File: src/rtl/lockout_scheduler.sv
// ---------------------------------------------------------------------------
// lockout_scheduler
//   Counts consecutive wrong code entries. On reaching MAX_ATTEMPTS it locks
//   entry and chains 2^level intervals on the shared interval timer, one
//   start per done. Each completed lockout raises the level, which saturates
//   at MAX_LEVEL. A correct entry accepted while unlocked clears all history.
//
// Ports
//   clk           system clock, all state on rising edge
//   rst           asynchronous active-high reset
//   attempt_valid one-cycle pulse: a code entry has been compared
//   attempt_ok    compare result, qualified by attempt_valid
//   timer_done    done pulse from the interval timer
//   timer_start   one-cycle start pulse to the interval timer
//   locked        high for the whole lockout
//   unlock_ok     one-cycle pulse: correct code accepted
//   attempt_rej   one-cycle pulse: attempt arrived while locked (discarded)
//   lockout_done  one-cycle pulse: lockout finished
//   fail_count    current consecutive-failure count
//   level         current lockout level (0..MAX_LEVEL)
// ---------------------------------------------------------------------------
module lockout_scheduler #(
  parameter int unsigned MAX_ATTEMPTS = 3,
  parameter int unsigned MAX_LEVEL    = 3
) (
  input  logic       clk,
  input  logic       rst,
  input  logic       attempt_valid,
  input  logic       attempt_ok,
  input  logic       timer_done,
  output logic       timer_start,
  output logic       locked,
  output logic       unlock_ok,
  output logic       attempt_rej,
  output logic       lockout_done,
  output logic [3:0] fail_count,
  output logic [1:0] level
);

  localparam int unsigned FAIL_W  = 4;
  localparam int unsigned LEVEL_W = 2;
  localparam int unsigned INT_W   = MAX_LEVEL + 1;
  localparam int unsigned CMP_W   = FAIL_W + 1;

  typedef enum logic [1:0] {
    ST_IDLE = 2'd0,
    ST_ARM  = 2'd1,
    ST_WAIT = 2'd2
  } state_t;

  state_t               state_q, state_d;

  logic [FAIL_W-1:0]    fail_count_q, fail_count_d;
  logic [LEVEL_W-1:0]   level_q, level_d;
  logic [INT_W-1:0]     intervals_left_q, intervals_left_d;
  logic                 timer_start_q, timer_start_d;
  logic                 locked_q, locked_d;
  logic                 unlock_ok_q, unlock_ok_d;
  logic                 attempt_rej_q, attempt_rej_d;
  logic                 lockout_done_q, lockout_done_d;

  logic                 wrong_attempt_c;
  logic                 lockout_trigger_c;
  logic                 final_done_c;
  logic                 level_at_max_c;

  // Decode of the events that steer both the FSM and the datapath
  always_comb begin
    wrong_attempt_c   = attempt_valid && !attempt_ok;
    lockout_trigger_c = (state_q == ST_IDLE) && wrong_attempt_c &&
                        ((CMP_W'(fail_count_q) + CMP_W'(1)) >= CMP_W'(MAX_ATTEMPTS));
    // Last interval of the chain completes on this done
    final_done_c      = (state_q == ST_WAIT) && timer_done &&
                        (intervals_left_q == INT_W'(1));
    level_at_max_c    = (32'(level_q) >= MAX_LEVEL);
  end

  // State register
  always_ff @(posedge clk or posedge rst) begin
    if (rst) begin
      state_q <= ST_IDLE;
    end else begin
      state_q <= state_d;
    end
  end

  // Next-state logic
  always_comb begin
    state_d = state_q;
    unique case (state_q)
      ST_IDLE: begin
        if (lockout_trigger_c) begin
          state_d = ST_ARM;
        end
      end
      ST_ARM: begin
        // Start is issued during this cycle; any done seen here is stale
        state_d = ST_WAIT;
      end
      ST_WAIT: begin
        if (timer_done) begin
          state_d = final_done_c ? ST_IDLE : ST_ARM;
        end
      end
      default: begin
        state_d = ST_IDLE;
      end
    endcase
  end

  // Output / datapath next values; outputs are registered from these
  always_comb begin
    fail_count_d     = fail_count_q;
    level_d          = level_q;
    intervals_left_d = intervals_left_q;
    unlock_ok_d      = 1'b0;
    attempt_rej_d    = 1'b0;
    lockout_done_d   = 1'b0;
    // Start and locked follow the state being entered so they line up with it
    timer_start_d    = (state_d == ST_ARM);
    locked_d         = (state_d != ST_IDLE);

    unique case (state_q)
      ST_IDLE: begin
        if (attempt_valid) begin
          if (attempt_ok) begin
            unlock_ok_d  = 1'b1;
            fail_count_d = '0;
            level_d      = '0;
          end else if (lockout_trigger_c) begin
            fail_count_d     = '0;
            intervals_left_d = INT_W'(1) << level_q;
          end else begin
            fail_count_d = fail_count_q + FAIL_W'(1);
          end
        end
      end
      ST_ARM: begin
        attempt_rej_d = attempt_valid;
      end
      ST_WAIT: begin
        attempt_rej_d = attempt_valid;
        if (timer_done) begin
          intervals_left_d = intervals_left_q - INT_W'(1);
          if (final_done_c) begin
            lockout_done_d = 1'b1;
            level_d        = level_at_max_c ? level_q : level_q + LEVEL_W'(1);
          end
        end
      end
      default: begin
        attempt_rej_d = attempt_valid;
      end
    endcase
  end

  // Datapath and output registers
  always_ff @(posedge clk or posedge rst) begin
    if (rst) begin
      fail_count_q     <= '0;
      level_q          <= '0;
      intervals_left_q <= '0;
      timer_start_q    <= 1'b0;
      locked_q         <= 1'b0;
      unlock_ok_q      <= 1'b0;
      attempt_rej_q    <= 1'b0;
      lockout_done_q   <= 1'b0;
    end else begin
      fail_count_q     <= fail_count_d;
      level_q          <= level_d;
      intervals_left_q <= intervals_left_d;
      timer_start_q    <= timer_start_d;
      locked_q         <= locked_d;
      unlock_ok_q      <= unlock_ok_d;
      attempt_rej_q    <= attempt_rej_d;
      lockout_done_q   <= lockout_done_d;
    end
  end

  assign timer_start  = timer_start_q;
  assign locked       = locked_q;
  assign unlock_ok    = unlock_ok_q;
  assign attempt_rej  = attempt_rej_q;
  assign lockout_done = lockout_done_q;
  assign fail_count   = fail_count_q;
  assign level        = level_q;

endmodule

File: config.mk
export PLATFORM = sky130hd
export DESIGN_NAME = lockout_scheduler
export DESIGN_NICKNAME = d
export VERILOG_FILES = /design/src/rtl/lockout_scheduler.sv
export SDC_FILE = /design/constraint.sdc
export NUM_CORES = 1
export LEC_CHECK = 0
export CAP_MARGIN = 20
export CORE_UTILIZATION = 54
export DETAILED_ROUTE_END_ITERATION = 12
export GPL_TIMING_DRIVEN = 0
export PLACE_DENSITY_LB_ADDON = 0.3
export SLEW_MARGIN = 20
export SYNTH_ARGS = -nofsm -noshare
export SYNTH_HDL_FRONTEND = slang
export SYNTH_SLANG_ARGS = --single-unit
File: constraint.sdc
create_clock -name clk -period 2.4 [get_ports clk]
set_input_delay 0.48 -clock clk [delete_from_list [all_inputs] [get_ports clk]]
set_output_delay 0.48 -clock clk [all_outputs]
set_load 0.03 [all_outputs]
* Yosys cells after proc, flatten, opt, wreduce, memory -nomap -nowiden
Index checks and enable logic that the tools add are counted.
Word-level totals: word-level logic and storage cells 63, output and inout port bits 11, register bits 17, bits of input ports 5
Operators by class: equality and inequality tests 11, shift operators 1, reductions and logical operators 12, multiplexer cells 24, $lt $le $gt $ge 2, add/sub/neg operators 4
Operators with widths (number):
- two-way mux 4 bit | 6
- two-way mux 2 bit | 7
- inequality test 2 bit (second input constant) | 7
- two-way mux 1 bit | 8
- case mux 4 bit (2 select lines) | 1
- case mux 2 bit (3 select lines) | 1
- AND reduction 6 bit | 1
- adder 4 x 1 -> 5 bit (second input constant) | 1
- greater-or-equal comparator 5 x 2 -> 1 bit (second input constant) | 1
- logical AND 1 bit | 5
- AND reduction 5 bit | 1
- adder 4 x 1 -> 4 bit (second input constant) | 1
- equality test 2 x 1 -> 1 bit (second input constant) | 2
- equality test 4 x 1 -> 1 bit (second input constant) | 1
- case mux 2 bit (2 select lines) | 1
- nonzero test 2 bit | 2
- << shifter 1 x 2 -> 4 bit (first input constant) | 1
- subtractor 4 x 1 -> 4 bit (second input constant) | 1
- adder 2 x 1 -> 2 bit (second input constant) | 1
- equality test 2 bit (second input constant) | 1
- greater-or-equal comparator 2 bit (second input constant) | 1
- logical NOT 2 bit | 1
- AND reduction 2 bit | 1
- logical NOT 1 bit | 1

* Logic depth before layout (Yosys ltp)
depth in word-level cells 8, gate-level depth with buffers 6

* Least setup slack after synthesis
No wires, ideal clock.
path type reg2reg, from reg fail_count_q[0], in the netlist fail_count[0], to reg intervals_left_q[2], setup slack 690 ps, data arrival time 1616 ps, cell stages (with the launch flop) 6, buffers on the path 0, required time 2306 ps, cells stage by stage dfrtp_1 > ha_1 > and2_1 > a21oi_1 > o21ai_2 > a221oi_2
Between the ends: word-level cells in the longest chain between the ends 5
RTL lines:
- from (decl) | RTL line 53 | logic [FAIL_W-1:0] fail_count_q, fail_count_d;
- from (signal assigned) | RTL line 169 | fail_count_q <= fail_count_d;
- adder 4 x 1 -> 5 bit | RTL line 71 | ((CMP_W'(fail_count_q) + CMP_W'(1)) >= CMP_W'(MAX_ATTEMPTS));
- greater-or-equal comparator 5 x 2 -> 1 bit | RTL line 71
- logical AND 1 bit | RTL line 70 | lockout_trigger_c = (state_q == ST_IDLE) && wrong_attempt_c &&
- inequality test 2 bit (no line)
- AND reduction 5 bit (no line)
- to (signal assigned) | RTL line 171 | intervals_left_q <= intervals_left_d;
- to (decl) | RTL line 55 | logic [INT_W-1:0] intervals_left_q, intervals_left_d;
No other way between the ends. A chain may end at the register's enable or synchronous reset.

* Worst setup path in the final report
from reg fail_count_q[0], in the netlist fail_count[0], to out fail_count[0]
RTL lines:
- to (decl) | RTL line 36 | output logic [3:0] fail_count,
No word-level cell between the ends.

==> impl_results.md <==
- Gp weighted congestion: approximately 0.83
- Critical Path AT: 1480 ps
- DIE HEIGHT: 43.3 µm
- Antenna violations before repair: 0
- CP max FO: 8
- Reg clk slew, reported paths: about 100 ps
- Post-CTS sizing: 0
- DR DRC count: 0
- Avg Vias per Cell: between 5 and 6
- Largest net degree at the start of global routing: 18
- Post-Layout Cell Count: 130
- Post-DRT Antenna Nets: 0
- Die Wd: around 43 µm
- Crit-path cells: clkdlybuf4s50_1
- EDFF count, synth: 0
- Delay-heaviest family, CP: buffers and inverters
- Syn Inst Count: between 90 and 100
- RSZ-0062 raised after global routing: no
- Starting Density: 0.597
- Root buffer cell: clkbuf_4
- Cts hold-fix bufs: 0
- Number of global-route vias before repair: 738
- Slew @ Worst Pin: around 630 ps
- Leakage: about 0.52 nW
- Fmax: 510 MHz
- MaxCap Viol Count: 0
- Rows: 14
- IO Pins: 16
- Max stage delay on crit path: ~710 ps
- Total wire length: 1840 µm
- Cell Pwr Density: ~1200 nW/µm²
- Async set-or-reset flop fraction in the synthesized netlist: 1.00
- Area share of the largest cell type after synthesis: 0.463
- Final hold violations: 0
- Inserted Diodes: 0
- # port buffers: 15
- Sequential fraction of the synthesis area: 0.463
- Inserted Clock Buffers: 3
- Initial drt markers: 20
- Mapped cell area: approximately 900 µm²
- Die area: approximately 1900 µm²
- GRT overflow: 0
- Unique cell type count in the Yosys netlist: 29
- CP bufs+invs: 1
- Clock latency at the later pin of the worst-skew pair: 280 ps
- Crit share post-route: 0.817
- Element type at the critical path start: register
- First-pass GRT wire length: 3060 µm
- Setup WS pre-CTS: roughly 250 ps
- #FFs+latches synth: 17
- Fin Setup TNS: 0 ps
- Worst relative slew slack: 0.578
- Wire length per cell: roughly 14 µm
- Avg Cell Area, Syn: between 9 and 10 µm²
- Placed instance count: between 100 and 150
- Final hold slack: around 530 ps
- Proportion of layout cells with a drive suffix above 1: 0.0789
- CTS tree: yes
- Finish-stage setup viols: 0
- Register Area: about 430 µm²
- Via total after detailed routing: around 740
- Type of the worst setup path: reg2out
- Predominant post-synthesis flop cell: dfrtp_1
- Final HPWL DP: 1380 µm
- Clock tree buffer depth: 2
- GRT Resource Usage Total: 0.223
- Peak supply drop: 0.000722 V
- Clock sink count: 17
- Hold WC Path Type: reg2reg
- Most instantiated cells after synthesis: dfrtp_1 (17), nand2_1 (10), inv_1 (9), ha_1 (8), nor2_1 (7)
- Status: completed
- Most frequent cell after synthesis: dfrtp_1
- Core ar.: about 1500 µm²
- Clk_skew: around 8.6 ps
- Leading area contributor after synthesis: dfrtp_1
- CP max stage cell: clkdlybuf4s50_1
- Area Overhead vs Synth: 21.4%
- Critical path capture point type: output port
- Max H-tree Level: 1
- Postcts setup bufs: 0
- Count of final max-slew check failures: 0
- Minimum clock period: between 1500 and 2000 ps
- Worst EP required: about 1900 ps
- Top cells by area, synth: dfrtp_1 (46%), ha_1 (11%), nand2_1 (4.1%), inv_1 (3.7%), a21oi_1 (3.3%)
- Syn Nets: ~110
- Multi-input logic area: 452 µm²
- Fin nets: 128
- Setup WS post-layout: 440 ps
- Yosys Warn Count: 0
- Fill cells: about 120
- 1st-pass router iterations: 4
[path summary, 6_finish.rpt]
path                          startpoint                  end  slack [ps]  depth (start not counted)
setup / recovery           fail_count[0]        fail_count[0]         440                          1
hold / removal             fail_count[3]        fail_count[3]         530                          1
setup reg to reg           fail_count[0]  intervals_left_q[2]         560                          5
hold reg to reg            fail_count[3]        fail_count[3]         530                          1
max in group asynchronous            rst             level[0]        1420                          2
min in group asynchronous            rst  intervals_left_q[1]         560                          2
[flip-flops by register name, indices dropped and copies added, names as in the netlist]
name	count
lockout_done	1
fail_count	4
attempt_rej	1
level	2
state_q	2
locked	1
timer_start	1
intervals_left_q	4
unlock_ok	1
[placed cells by master, fill, tap and decap left out, drive strengths merged, types with 2 or more instances in the layout]
| cell type | n |
|---|---|
| a21oi | 6 |
| and2 | 3 |
| clkbuf | 5 |
| clkdlybuf4s50 | 15 |
| dfrtp | 17 |
| ha | 8 |
| inv | 9 |
| mux2i | 3 |
| nand2 | 11 |
| nand3 | 3 |
| nand3b | 2 |
| nor2 | 7 |
| nor3 | 2 |
| o211ai | 2 |
| o21ai | 5 |
| o2bb2ai | 2 |
| o31ai | 2 |
| or2 | 2 |
[kinds of logic (layout without fill, tap and decap cells)]
family | count (synthesis) | in the layout | synth area share
AOI/OAI and AO/OA | 20 | 20 | 0.148
adders and majority gates | 8 | 8 | 0.109
buffers and inverters | 11 | 30 | 0.0462
DFF | 17 | 17 | 0.463
muxes | 3 | 3 | 0.0327
and+or+nand+nor | 36 | 36 | 0.201
[worst reg2reg max path: stages (launching register included)]
cell	delay (ps)
dfrtp_1	470
ha_1	240
and2_1	150
a21oi_1	410
o21ai_2	190
a221oi_2	290
[per-stage QoR]
| stage | cell area, µm² | utilization | power [mW] |
|---|---|---|---|
| after global placement | 1090 | 0.707 | 1.13 |
| after CTS | 1120 | 0.724 | 1.33 |
| after floorplan | 920 | - | 0.961 |
| after global routing | 1120 | 0.724 | 1.42 |
| after detailed placement | 1090 | 0.707 | 1.17 |
| final | 1120 | 0.724 | 1.33 |
[metal layers]
layer	up-vias	routed length, µm	global-route usage
met5	-	0	0
met4	0	72	0.121
met3	8	85	0.0553
met2	26	883	0.361
met1	342	796	0.270
li1	361	-	-
[final cells by class]
type / count / share of cell area
Multi-Input combinational cell: 67 / 0.405
Sequential cell: 17 / 0.381
Inverter: 9 / 0.0303
Clock buffer: 4 / 0.0235
Tap cell: 16 / 0.0179
Buffer: 2 / 0.00785
Timing Repair Buffer: 15 / 0.135
[where the power goes]
| group | switching (mW) | internal [mW] | leakage (nW) |
|---|---|---|---|
| sequential | 0.101 | 0.381 | 0.228 |
| clock | 0.0838 | 0.0645 | 0.0150 |
| combinational | 0.409 | 0.286 | 0.281 |
(Power assumes the default switching activity.)
